--- config.mk ---
export PLATFORM = sky130hd
export DESIGN_NAME = proc_fetch_flat
export DESIGN_NICKNAME = d
export VERILOG_FILES = /design/src/rtl/proc_pkg.sv /design/src/rtl/proc_fetch_if.sv /design/src/rtl/proc_pc_reg.sv /design/src/rtl/proc_fetch.sv /design/src/flat_wrapper.sv
export SDC_FILE = /design/constraint.sdc
export NUM_CORES = 1
export LEC_CHECK = 0
export CAP_MARGIN = 20
export CORE_UTILIZATION = 47
export CTS_BUF_LIST = sky130_fd_sc_hd__clkbuf_8
export CTS_CLUSTER_DIAMETER = 200
export CTS_CLUSTER_SIZE = 10
export DETAILED_ROUTE_END_ITERATION = 12
export HOLD_SLACK_MARGIN = 0.12
export PLACE_DENSITY = 0.78
export SKIP_LAST_GASP = 1
export SLEW_MARGIN = 20
export SYNTH_ARGS = -nofsm -noshare
export SYNTH_HDL_FRONTEND = slang
export SYNTH_HIERARCHICAL = 1
export SYNTH_SLANG_ARGS = --single-unit
--- constraint.sdc ---
create_clock -name clk -period 4.1 [get_ports clk]
set_clock_uncertainty 0.05 [all_clocks]
set_input_delay 1.025 -clock clk [delete_from_list [all_inputs] [get_ports clk]]
set_output_delay 1.025 -clock clk [all_outputs]
set_load 0.01 [all_outputs]
--- src/rtl/proc_pkg.sv ---
// Shared types and constants for the instruction fetch stage.
package proc_pkg;

    localparam int unsigned PC_W  = 16;
    localparam int unsigned OPC_W = 5;

    localparam logic [OPC_W-1:0] OP_HALT = 5'b00000;

    typedef enum logic [1:0] {
        FETCH   = 2'd0,
        DELIVER = 2'd1,
        DRAIN   = 2'd2,
        HALT    = 2'd3
    } fetch_state_t;

    // Opcode lives in the top OPC_W bits of the instruction word.
    function automatic logic is_halt(input logic [PC_W-1:0] instr);
        return instr[PC_W-1 -: OPC_W] == OP_HALT;
    endfunction

endpackage

--- src/rtl/proc_fetch_if.sv ---
// Instruction memory read port: one request outstanding, held until ack.
interface proc_fetch_if;
    import proc_pkg::*;

    logic            imem_req;
    logic [PC_W-1:0] imem_addr;
    logic            imem_ack;
    logic [PC_W-1:0] imem_rdata;

    modport master (output imem_req, imem_addr, input imem_ack, imem_rdata);
    modport slave  (input imem_req, imem_addr, output imem_ack, imem_rdata);

endinterface

--- src/rtl/proc_pc_reg.sv ---
// Program counter with load (priority) and +2 increment, 16-bit wraparound.
module proc_pc_reg
    import proc_pkg::*;
#(
    parameter logic [PC_W-1:0] RESET_PC = 16'h0000
) (
    input  logic            clk,
    input  logic            rst,
    input  logic            load,
    input  logic            inc,
    input  logic [PC_W-1:0] load_val,
    output logic [PC_W-1:0] pc,
    output logic [PC_W-1:0] pc_next_c
);

    always_comb begin
        pc_next_c = pc;
        if (load) begin
            pc_next_c = load_val;
        end else if (inc) begin
            pc_next_c = PC_W'(pc + PC_W'(2));
        end
    end

    always_ff @(posedge clk) begin
        if (!rst) begin
            pc <= RESET_PC;
        end else begin
            pc <= pc_next_c;
        end
    end

endmodule

--- src/rtl/proc_fetch.sv ---
// Instruction fetch stage: FETCH/DELIVER/DRAIN/HALT with a single outstanding read.
// Define PC_ALIGN_CHK_EN to trap odd redirect targets (err + halt) instead of clearing bit 0.
module proc_fetch
    import proc_pkg::*;
#(
    parameter logic [PC_W-1:0] RESET_PC = 16'h0000
) (
    input  logic            clk,
    input  logic            rst,
    proc_fetch_if.master    imem,
    output logic [PC_W-1:0] instruction,
    output logic            instr_valid,
    output logic [PC_W-1:0] pc_plus2,
    input  logic            stall,
    input  logic            redirect,
    input  logic [PC_W-1:0] redirect_pc,
    output logic            halted,
    output logic            err
);

    fetch_state_t    state_q, state_d;
    logic [PC_W-1:0] pc, pc_next_c, redir_tgt_c;
    logic [PC_W-1:0] addr_d, instr_d, pc_plus2_d;
    logic            pc_load, pc_inc;
    logic            req_d, valid_d, halted_d, err_d;
    logic            ack_c, redir_bad_c;

`ifdef PC_ALIGN_CHK_EN
    assign redir_tgt_c = redirect_pc;
    assign redir_bad_c = redirect_pc[0];
`else
    assign redir_tgt_c = {redirect_pc[PC_W-1:1], 1'b0};
    assign redir_bad_c = 1'b0;
`endif

    // The post-reset cycle sits in FETCH with no request out; ignore acks there.
    assign ack_c = imem.imem_req & imem.imem_ack;

    proc_pc_reg #(.RESET_PC(RESET_PC)) u_pc (
        .clk       (clk),
        .rst       (rst),
        .load      (pc_load),
        .inc       (pc_inc),
        .load_val  (redir_tgt_c),
        .pc        (pc),
        .pc_next_c (pc_next_c)
    );

    // Next-state and next-output decode.
    always_comb begin
        state_d    = state_q;
        pc_load    = 1'b0;
        pc_inc     = 1'b0;
        instr_d    = instruction;
        pc_plus2_d = pc_plus2;

        unique case (state_q)
            FETCH: begin
                if (redirect) begin
                    pc_load = 1'b1;
                    if (redir_bad_c) begin
                        state_d = HALT;
                    end else if (imem.imem_req && !imem.imem_ack) begin
                        state_d = DRAIN;
                    end
                end else if (ack_c) begin
                    instr_d    = imem.imem_rdata;
                    pc_plus2_d = PC_W'(pc + PC_W'(2));
                    pc_inc     = 1'b1;
                    state_d    = DELIVER;
                end
            end
            DELIVER: begin
                if (redirect) begin
                    pc_load = 1'b1;
                    state_d = redir_bad_c ? HALT : FETCH;
                end else if (!stall) begin
                    state_d = is_halt(instruction) ? HALT : FETCH;
                end
            end
            DRAIN: begin
                if (redirect) begin
                    pc_load = 1'b1;
                end
                if (redirect && redir_bad_c) begin
                    state_d = HALT;
                end else if (ack_c) begin
                    state_d = FETCH;
                end
            end
            HALT: begin
                state_d = HALT;
            end
        endcase

        req_d    = (state_d == FETCH) || (state_d == DRAIN);
        valid_d  = (state_d == DELIVER);
        halted_d = (state_d == HALT);
        err_d    = err | (pc_load & redir_bad_c);
        // A drain keeps presenting the abandoned address until it is acknowledged.
        addr_d   = (state_d == DRAIN) ? imem.imem_addr : pc_next_c;
    end

    always_ff @(posedge clk) begin
        if (!rst) begin
            state_q        <= FETCH;
            imem.imem_req  <= 1'b0;
            imem.imem_addr <= RESET_PC;
            instruction    <= '0;
            pc_plus2       <= '0;
            instr_valid    <= 1'b0;
            halted         <= 1'b0;
            err            <= 1'b0;
        end else begin
            state_q        <= state_d;
            imem.imem_req  <= req_d;
            imem.imem_addr <= addr_d;
            instruction    <= instr_d;
            pc_plus2       <= pc_plus2_d;
            instr_valid    <= valid_d;
            halted         <= halted_d;
            err            <= err_d;
        end
    end

endmodule

--- src/flat_wrapper.sv ---
// flat-port wrapper written by rule: the top's interface ports become plain ports
module proc_fetch_flat import proc_pkg::*;
#(
    parameter logic [PC_W-1:0] RESET_PC = 16'h0000
)
  (clk, rst, instruction, instr_valid, pc_plus2, stall, redirect, redirect_pc, halted, err, imem_imem_req, imem_imem_addr, imem_imem_ack, imem_imem_rdata);
  proc_fetch_if imem_i ();
  input  logic clk;
  input  logic rst;
  output logic [PC_W-1:0] instruction;
  output logic instr_valid;
  output logic [PC_W-1:0] pc_plus2;
  input  logic stall;
  input  logic redirect;
  input  logic [PC_W-1:0] redirect_pc;
  output logic halted;
  output logic err;
  output wire logic [$bits(imem_i.imem_req)-1:0] imem_imem_req;
  output wire logic [$bits(imem_i.imem_addr)-1:0] imem_imem_addr;
  input wire logic [$bits(imem_i.imem_ack)-1:0] imem_imem_ack;
  input wire logic [$bits(imem_i.imem_rdata)-1:0] imem_imem_rdata;
  assign imem_imem_req = imem_i.imem_req;
  assign imem_imem_addr = imem_i.imem_addr;
  assign imem_i.imem_ack = imem_imem_ack;
  assign imem_i.imem_rdata = imem_imem_rdata;
  proc_fetch #(.RESET_PC(RESET_PC)) u_core (.clk(clk), .rst(rst), .imem(imem_i), .instruction(instruction), .instr_valid(instr_valid), .pc_plus2(pc_plus2), .stall(stall), .redirect(redirect), .redirect_pc(redirect_pc), .halted(halted), .err(err));
endmodule
Yosys cells after proc, flatten, opt, wreduce, memory -nomap -nowiden
Cells that the tools add are included.
{"block": "word_totals", "regBits": 69, "input_bits": 37, "out_inout_bits": 52, "elab_cells": 40}
{"block": "op_classes", "addsub": 1, "eq_ne": 6, "mux": 15, "bitwise_logic": 2, "n_reduce_logical": 8}
{"op": "two-way mux 16 bit", "count": 2}
{"op": "adder 16 x 2 -> 16 bit (second input constant)", "count": 1}
{"op": "two-way mux 2 bit", "count": 7}
{"op": "== test 2 bit (second input constant)", "count": 4}
{"op": "one-hot mux 2 bit (4 select lines)", "count": 1}
{"op": "zero test 5 bit", "count": 1}
{"op": "two-way mux 1 bit", "count": 5}
{"op": "== test 2 x 1 -> 1 bit (second input constant)", "count": 2}
{"op": "zero test 2 bit", "count": 2}
{"op": "AND reduction 3 bit", "count": 1}
{"op": "OR reduction 3 bit", "count": 1}
{"op": "AND 1 bit", "count": 1}
{"op": "logical AND 1 bit", "count": 1}
{"op": "zero test 1 bit", "count": 1}
{"op": "logical OR 1 bit", "count": 1}
{"op": "NOT 1 bit", "count": 1}

Depth between registers and ports, before layout
Gate-level depths: netlist (run 1).
{"block": "depth", "word_depth": 7, "mapped_depth": 13, "mapped_depth_nobuf": 9}

By module
The synthesis (run 1) kept the hierarchy.
{"mod": "proc_fetch", "instances": 1, "cells_each": 260, "area_per_inst_um2": 2336.0, "seq_area_each_um2": 1061.0}
{"mod": "proc_pc_reg", "instances": 1, "cells_each": 119, "area_per_inst_um2": 957.2, "seq_area_each_um2": 320.3}

Least setup slack after synthesis (run 1)
Ideal clock, no wire load.
{"block": "synth_timing", "path_type": "input -> register", "from": "in imem_imem_ack", "to": "reg u_core.imem.imem_addr[15]", "setup_ns": 0.072, "arrival_time_ns": 3.102, "required_time_ns": 3.978, "path_slack_ns": 0.876, "path_stages": 13, "cell_sequence": "nand3b_4 or3_1 buf_6 clkinv_4 buf_12 buf_4 buf_2 nand3_1 nor4_1 mux2_1 a21oi_1 nand2_1 mux2i_1"}
{"block": "synth_between", "elab_chain_len": 6, "word_cells_on_any_way": 14}
{"element": "start: declaration", "line": "flat_wrapper.sv:20", "rtl": "input wire logic [$bits(imem_i.imem_ack)-1:0] imem_imem_ack;"}
{"element": "AND 1 bit", "line": "proc_fetch.sv:37", "rtl": "assign ack_c = imem.imem_req & imem.imem_ack;"}
{"element": "two-way mux 1 bit", "line": "proc_fetch.sv:66", "rtl": "end else if (ack_c) begin"}
{"element": "two-way mux 1 bit", "line": "proc_fetch.sv:59", "rtl": "if (redirect) begin"}
{"element": "two-way mux 1 bit", "line": "proc_fetch.sv:57", "rtl": "unique case (state_q)"}
{"element": "net u_core.pc_inc", "line": "proc_fetch.sv:24", "rtl": "logic pc_load, pc_inc;"}
{"element": "two-way mux 16 bit", "line": "proc_pc_reg.sv:20", "rtl": "end else if (inc) begin"}
{"element": "two-way mux 16 bit", "line": "proc_pc_reg.sv:18", "rtl": "if (load) begin"}
{"element": "net u_core.pc_next_c[15]", "line": "proc_fetch.sv:22", "rtl": "logic [PC_W-1:0] pc, pc_next_c, redir_tgt_c;"}
{"element": "end signal: assignment", "line": "proc_fetch.sv:117", "rtl": "imem.imem_addr <= addr_d;"}
{"element": "end: declaration", "line": "proc_fetch_if.sv:10", "rtl": "modport master (output imem_req, imem_addr, input imem_ack, imem_rdata);"}
The timed path passes the listed nets, and every way through them passes these cells.
A chain may end at the register's enable or synchronous reset.

Final worst setup path (run 1)
{"block": "layout_timing", "from": "in imem_imem_ack", "to": "reg u_core.imem.imem_addr[15]"}
{"block": "layout_between", "elab_chain_len": 6, "word_cells_on_any_way": 14}
{"element": "AND 1 bit", "line": "proc_fetch.sv:37"}
{"element": "two-way mux 1 bit", "line": "proc_fetch.sv:66"}
{"element": "two-way mux 1 bit", "line": "proc_fetch.sv:59"}
{"element": "two-way mux 1 bit", "line": "proc_fetch.sv:57"}
{"element": "two-way mux 16 bit", "line": "proc_pc_reg.sv:20"}
{"element": "two-way mux 16 bit", "line": "proc_pc_reg.sv:18"}
{"element": "net u_core.pc_next_c[15]", "line": "proc_fetch.sv:22"}
The timed path passes the listed nets, and every way through them passes these cells.

==> run_results.csv, run 1 <==
group,metric,value,unit
synthesis,ys_ff_latch,69,
critical_path,critical_path_class,"in -> reg",
pwr,p_int,1.27,mW
synthesis,synth_compound_area_frac,0.146,
global_routing,antenna_found_initial,0,
critical_path,slowest_stage,"clkdlybuf4s50_1",
cts,cts_tree,"built",
hold_path,hold_path_class,"reg -> reg",
synthesis,synth_top_cell_by_area,"dfxtp_1",
critical_path,cpLargestDelayFamily,"simple AND/OR/NAND/NOR gates",
layout,multi_input_area,1720,um2
layout,antennaDiodeCount,0,
layout,instances_no_fill,562,
sta,tightestPinTransition,629,ps
floorplan,num_rows,30,
layout,area_growth,34.0,%
place,dpl.cell_count,546,
sta,max-slew-margin-rel,0.581,
synthesis,yosysWarnings,6,
place,dpl.hpwl,5000,um
synthesis,synth_top_area_share,0.419,
cts,clk_path_buf_depth,2,
critical_path,cp.depth,10,
cts,cts_resized,0,
status,outcome,"completed",
critical_path,cp-start-kind,"input pin",
floorplan,start_util,0.485,
critical_path,endpoint,"u_core/imem.imem_addr[15]$_SDFFE_PN0P_",
layout,fillers,575,
sta,setup_viol,0,
global_routing,grt_pass1_wl,12000,um
sta,max_clock_freq,317,MHz
critical_path,rrSetupSlack,1720,ps
critical_path,r2r_cells,9,
synthesis,synth_top_family_by_area,"simple AND/OR/NAND/NOR gates",
cts,clk_latency,350,ps
detailed_routing,via_per_inst,5.16,
floorplan,ios,89,
cts,tritoncts.num_buffers,9,
critical_path,r2r-end,"u_core/imem.imem_addr[15]$_SDFFE_PN0P_",
critical_path,crit_start,"imem_imem_ack",
detailed_routing,drc_errors,0,
cts,htree_levels,3,
detailed_routing,drt_first_pass_iters,4,
detailed_routing,num_vias,2901,
synthesis,syn-cell-area,3290,um2
sta,final-hold-violation-count,0,
synthesis,synth.area.top_cells,"dfxtp_1 42%, nand2_1 9.9%, mux2i_1 5.5%, a21boi_0 4.1%, xnor2_1 3.5%",
synthesis,yosysUniqueCellTypes,53,
synthesis,seq_area_frac_synth,0.419,
detailed_routing,wirelength,7370,um
synthesis,synth_fa_ha_area_frac,0.00760,
layout,seqCellArea,1380,um2
global_routing,grt_overflow,0,
global_routing,grt_usage,0.205,
critical_path,path_max_fanout,9,
flow_run,maxCapViolations,0,
synthesis,synth_mux_area_frac,0.0650,
cts,path_clk_slew,70,ps
critical_path,reg2reg_from,"u_core/state_q[0]$_SDFF_PN0_",
global_routing,grt_start_max_net_pins,74,
cts,ctsHoldBuffers,0,
critical_path,max_stage_delay,530,ps
critical_path,cp.arrival,3380,ps
sta,grt_setup_unrepaired,"false",
sta,holdWs,408,ps
pwr,irDropWorstVdd,0.000238,V
synthesis,avgSynthCellArea,8.69,um2
critical_path,critPathBufInv,2,
floorplan,core_area,6790,um2
detailed_routing,drt_iter0_drc,165,
layout,final_cell_area,4410,um2
place,gp_congestion,0.856,
synthesis,syn_inst,379,
pwr,power_switching,416,uW
sta,fin_setup_tns,0,ps
cts,cts.sinks,69,
critical_path,crit_required,4320,ps
pwr,leakage,1.63,nW
critical_path,worstPathCellList,"clkdlybuf4s50_1 > nand3b_4 > or3_1 > clkinv_4 > nand3_1 > nor4_1 > mux2_1 > a21oi_1 > nand2_1 > mux2i_1",
sta,period_share,0.770,
pwr,switching_share,0.247,
pwr,seqPwrFrac,0.448,
floorplan,die_x,85.7,um
layout,drive_gt1_frac,0.0815,
critical_path,cp-end-kind,"flop",
sta,final_max_slew_viol_count,0,
place,placed_cell_area,4160,um2
global_routing,grt_pass1_vias,2588,
cts,root_buffer,"clkbuf_8",
cts,post-cts-setup-buffer-count,0,
synthesis,synthSimpleGateAreaFrac,0.241,
synthesis,synth_xor_area_frac,0.0612,
pwr,powerDensity,382,nW/um2
detailed_routing,wire_per_inst,13.1,um
floorplan,dieArea,7350,um2
sta,fin_crit,3160,ps
detailed_routing,ant_nets,0,
layout,nets,500,
place,portBuffers,86,
floorplan,die_h,85.7,um
pwr,clkPwrFrac,0.403,
pwr,power_frac_comb,0.149,
[sequential cells by signal, indices dropped and copies added, names as in the netlist]
signal / cells
u_core/instruction: 16
u_core/pc_plus2: 16
u_core/imem.imem_addr: 16
u_core/state_q: 2
u_core/u_pc/pc: 16
u_core/halted: 1
u_core/imem.imem_req: 1
u_core/instr_valid: 1
[worst register-to-register path, delay by kind of cell, from the launching register on]
kind | cells | cell delay (ps)
AOI/OAI and AO/OA | 1 | 130
buffers and inverters | 1 | 110
DFF | 1 | 350
muxes | 2 | 510
and+or+nand+nor | 5 | 1150
[metrics by stage]
stage	worst slack (ps)	power, mW	utilization
3_5_place_dp	626	1.02	0.613
6_report	943	1.69	0.649
4_1_cts	973	1.70	0.649
2_1_floorplan	876	0.903	-
3_3_place_gp	668	1.01	0.613
5_1_grt	840	1.75	0.649
[cell usage in the layout (no fill, tap or decap), drive strengths merged, types with 9 or more instances in the layout]
cell type / netlist / routed
nand3: 9 / 9
xnor2: 13 / 13
nand4: 10 / 10
inv: 9 / 10
dfxtp: 69 / 69
o21ai: 17 / 17
mux2i: 18 / 18
xor2: 10 / 10
clkbuf: 11 / 10
a21oi: 18 / 18
nor2: 14 / 14
clkdlybuf4s50: 0 / 85
a21boi: 19 / 19
nand2: 88 / 88
[layer usage]
layer,vias to the layer above,part of all wire,track usage
li1,1466,-,-
met1,1337,0.48,0.281
met2,92,0.46,0.327
met3,6,0.049,0.0308
met4,0,0.011,0.0788
met5,-,0,0
[logic make-up after synthesis]
group,Yosys count
AND/OR/NAND/NOR,159
AO/OA/AOI/OAI,72
flip-flops,69
buffers and inverters,32
XOR/XNOR,23
multiplexers,21
adder cells (fa/ha/maj),2
other,1
[cell usage after synthesis (all sizes together)]
master / count
xor2: 10
nor4: 8
o21a: 1
conb: 1
clkinv: 2
nor4b: 2
nor2: 14
o211a: 4
nand2: 88
dfxtp: 69
nand3: 9
buf: 10
and2: 8
xnor2: 13
and3b: 1
a21oi: 18
and3: 2
nand3b: 1
nor2b: 4
o31ai: 1
ha: 2
mux2i: 18
inv: 9
o211ai: 1
and4: 2
o21ai: 17
a211oi: 8
a32oi: 1
and2b: 1
nand4: 10
nor3: 8
mux2: 3
clkbuf: 11
or3: 1
a31oi: 1
o31a: 1
a21boi: 19
[worst min path at each step]
stage | startpoint | endpoint | slack (ps) | cells past startpoint
global route | u_core/imem.imem_addr[1]$_SDFFE_PN0P_ | u_core/imem.imem_addr[1]$_SDFFE_PN0P_ | 430 | 2
CTS | u_core/imem.imem_addr[1]$_SDFFE_PN0P_ | u_core/imem.imem_addr[1]$_SDFFE_PN0P_ | 410 | 2
floorplan | u_core/u_pc/pc[0]$_SDFF_PN0_ | u_core/pc_plus2[0]$_SDFFE_PN0P_ | 390 | 2
finish | u_core/imem.imem_addr[1]$_SDFFE_PN0P_ | u_core/imem.imem_addr[1]$_SDFFE_PN0P_ | 410 | 2
global placement | u_core/imem.imem_addr[1]$_SDFFE_PN0P_ | u_core/imem.imem_addr[1]$_SDFFE_PN0P_ | 400 | 2
detailed placement | u_core/imem.imem_addr[1]$_SDFFE_PN0P_ | u_core/imem.imem_addr[1]$_SDFFE_PN0P_ | 400 | 2
[cell type report]
class,instances,share of cell area
multi-input combinational,279,0.390
clock inverter,6,0.0252
timing repair buffer,91,0.202
sequential,69,0.313
clock buffer,10,0.0312
tap,96,0.0272
inverter,11,0.0105
[power groups by stage]
stage / registers [mW] / logic [mW] / clock network (mW)
after detailed placement: 0.769 / 0.251 / 0
after global placement: 0.768 / 0.247 / 0
after floorplan: 0.776 / 0.127 / 0
after global routing: 0.761 / 0.275 / 0.718
after CTS: 0.755 / 0.253 / 0.688
final: 0.755 / 0.252 / 0.680
(Power assumes the default switching activity.)
==> run 2: changes to the inputs <==
clock period = 3.2 ns   (was 4.1 ns; I/O delays follow)
==> run 2 against run 1 <==
  * Die area unchanged
  * Cell area down 0.45%
  * Wire length down 1.8%
  * Global-route usage up 0.57 points
  * Register-to-register slack got worse by 800 ps
  * Total power up 22%
  * Largest cell class unchanged
  * Highest routed layer unchanged
  * Non-clock buffer count grew 2
  * Critical endpoint is now u_core/imem.imem_addr[13]$_SDFFE_PN0P_
==> run_results.csv, run 2 (synthesized netlist as in run 1, its figures left out) <==
group,metric,value,unit
critical_path,cp-start-kind,"input pin",
sta,setup_viol,0,
critical_path,cp-end-kind,"flop",
global_routing,grt_usage,0.211,
layout,antennaDiodeCount,0,
global_routing,grt_overflow,0,
detailed_routing,wire_per_inst,12.8,um
critical_path,critical_path_class,"in -> reg",
detailed_routing,drt_iter0_drc,134,
layout,area_growth,33.4,%
floorplan,start_util,0.485,
cts,root_buffer,"clkbuf_8",
floorplan,num_rows,30,
place,dpl.cell_count,548,
global_routing,antenna_found_initial,0,
cts,cts_tree,"built",
global_routing,grt_pass1_vias,2638,
place,placed_cell_area,4180,um2
layout,instances_no_fill,564,
cts,htree_levels,3,
layout,nets,502,
detailed_routing,wirelength,7230,um
layout,fillers,604,
floorplan,die_h,85.7,um
layout,layout_commonest_cell,"nand2_1",
cts,clk_path_buf_depth,2,
detailed_routing,drt_first_pass_iters,4,
floorplan,die_x,85.7,um
critical_path,cp.arrival,3040,ps
cts,ctsHoldBuffers,0,
sta,fin_crit,2820,ps
floorplan,ios,89,
global_routing,grt_start_max_net_pins,74,
detailed_routing,drc_errors,0,
sta,period_share,0.882,
place,dpl.hpwl,5010,um
pwr,irDropWorstVdd,0.000284,V
cts,cts_resized,0,
sta,fin_setup_tns,0,ps
cts,path_clk_slew,70,ps
hold_path,hold_path_class,"reg -> reg",
detailed_routing,ant_nets,0,
cts,post-cts-setup-buffer-count,0,
sta,tightestPinTransition,1000,ps
sta,max_clock_freq,354,MHz
detailed_routing,via_per_inst,5.02,
global_routing,grt_pass1_wl,12200,um
sta,final-hold-violation-count,0,
layout,final_cell_area,4390,um2
cts,tritoncts.num_buffers,9,
sta,final_max_slew_viol_count,0,
critical_path,path_max_fanout,7,
floorplan,core_area,6790,um2
pwr,leakage,1.62,nW
flow_run,maxCapViolations,0,
cts,clk_latency,340,ps
layout,final_cell_mix,"87 x nand2_1, 85 x clkdlybuf4s50_1, 69 x dfxtp_1, 18 x mux2i_1, 17 x a21boi_0",
place,gp_congestion,0.875,
sta,grt_setup_unrepaired,"false",
status,outcome,"completed",
cts,cts.sinks,69,
pwr,powerDensity,467,nW/um2
sta,max-slew-margin-rel,0.330,
critical_path,crit_required,3420,ps
detailed_routing,num_vias,2834,
layout,utilization,0.646,
layout,drive_gt1_frac,0.0876,
place,portBuffers,86,
floorplan,dieArea,7350,um2
[run 2: critical path, stage by stage]
cell,delay [ps]
clkdlybuf4s50_1,520
nand3b_4,90
or3_1,380
clkinv_4,100
nand3_1,120
nor4_1,330
mux2_1,390
a21oi_1,120
nand2_1,60
mux2i_1,130
[run 2: routing by layer]
layer / vias up / part of all wire / global-route usage / routed length [um]
li1: 1463 / - / - / -
met1: 1294 / 0.49 / 0.283 / 3550
met2: 64 / 0.45 / 0.327 / 3290
met3: 13 / 0.035 / 0.0443 / 255
met4: 0 / 0.019 / 0.0955 / 140
met5: - / 0 / 0 / 0
[run 2: final timing paths]
path | from | endpoint | slack (ps) | cells past startpoint
setup / recovery | imem_imem_ack | u_core/imem.imem_addr[13]$_SDFFE_PN0P_ | 380 | 10
hold / removal | u_core/pc_plus2[2]$_SDFFE_PN0P_ | u_core/pc_plus2[2]$_SDFFE_PN0P_ | 410 | 2
setup reg to reg | u_core/imem.imem_req$_SDFF_PN0_ | u_core/imem.imem_addr[13]$_SDFFE_PN0P_ | 920 | 9
hold reg to reg | u_core/pc_plus2[2]$_SDFFE_PN0P_ | u_core/pc_plus2[2]$_SDFFE_PN0P_ | 410 | 2
[run 2: stage by stage]
| stage | setup WS, ps | power (mW) | hold WS, ps |
|---|---|---|---|
| after detailed placement | 55.4 | 1.31 | 403 |
| after CTS | 410 | 2.07 | 413 |
| after global routing | 230 | 2.15 | 430 |
| final | 378 | 2.05 | 409 |
| after global placement | 77.3 | 1.30 | 394 |
| after floorplan | 201 | 1.16 | 388 |
[run 2: final cells by class]
class                           instances  area (um2)  share of cell area
Sequential cell                        69        1380               0.315
Multi-Input combinational cell        279        1720               0.392
Clock inverter                          7        90.1              0.0205
Tap cell                               96         120              0.0274
Inverter                               11        46.3              0.0105
Timing Repair Buffer                   93         908               0.207
Clock buffer                            9         124              0.0282
[run 2: power by group]
part	internal (mW)	switching, mW	leakage (nW)	total, mW
Sequential	0.913	0.0543	0.566	0.967
Clock	0.434	0.325	0.105	0.759
Combinational	0.177	0.145	0.948	0.322
Total	1.52	0.525	1.62	2.05
==> run 3: changes to the inputs <==
SLEW_MARGIN = not set   (was 20)
==> results of run 3 <==
No change in the layout: final DEF, timing and power equal those of run 2.
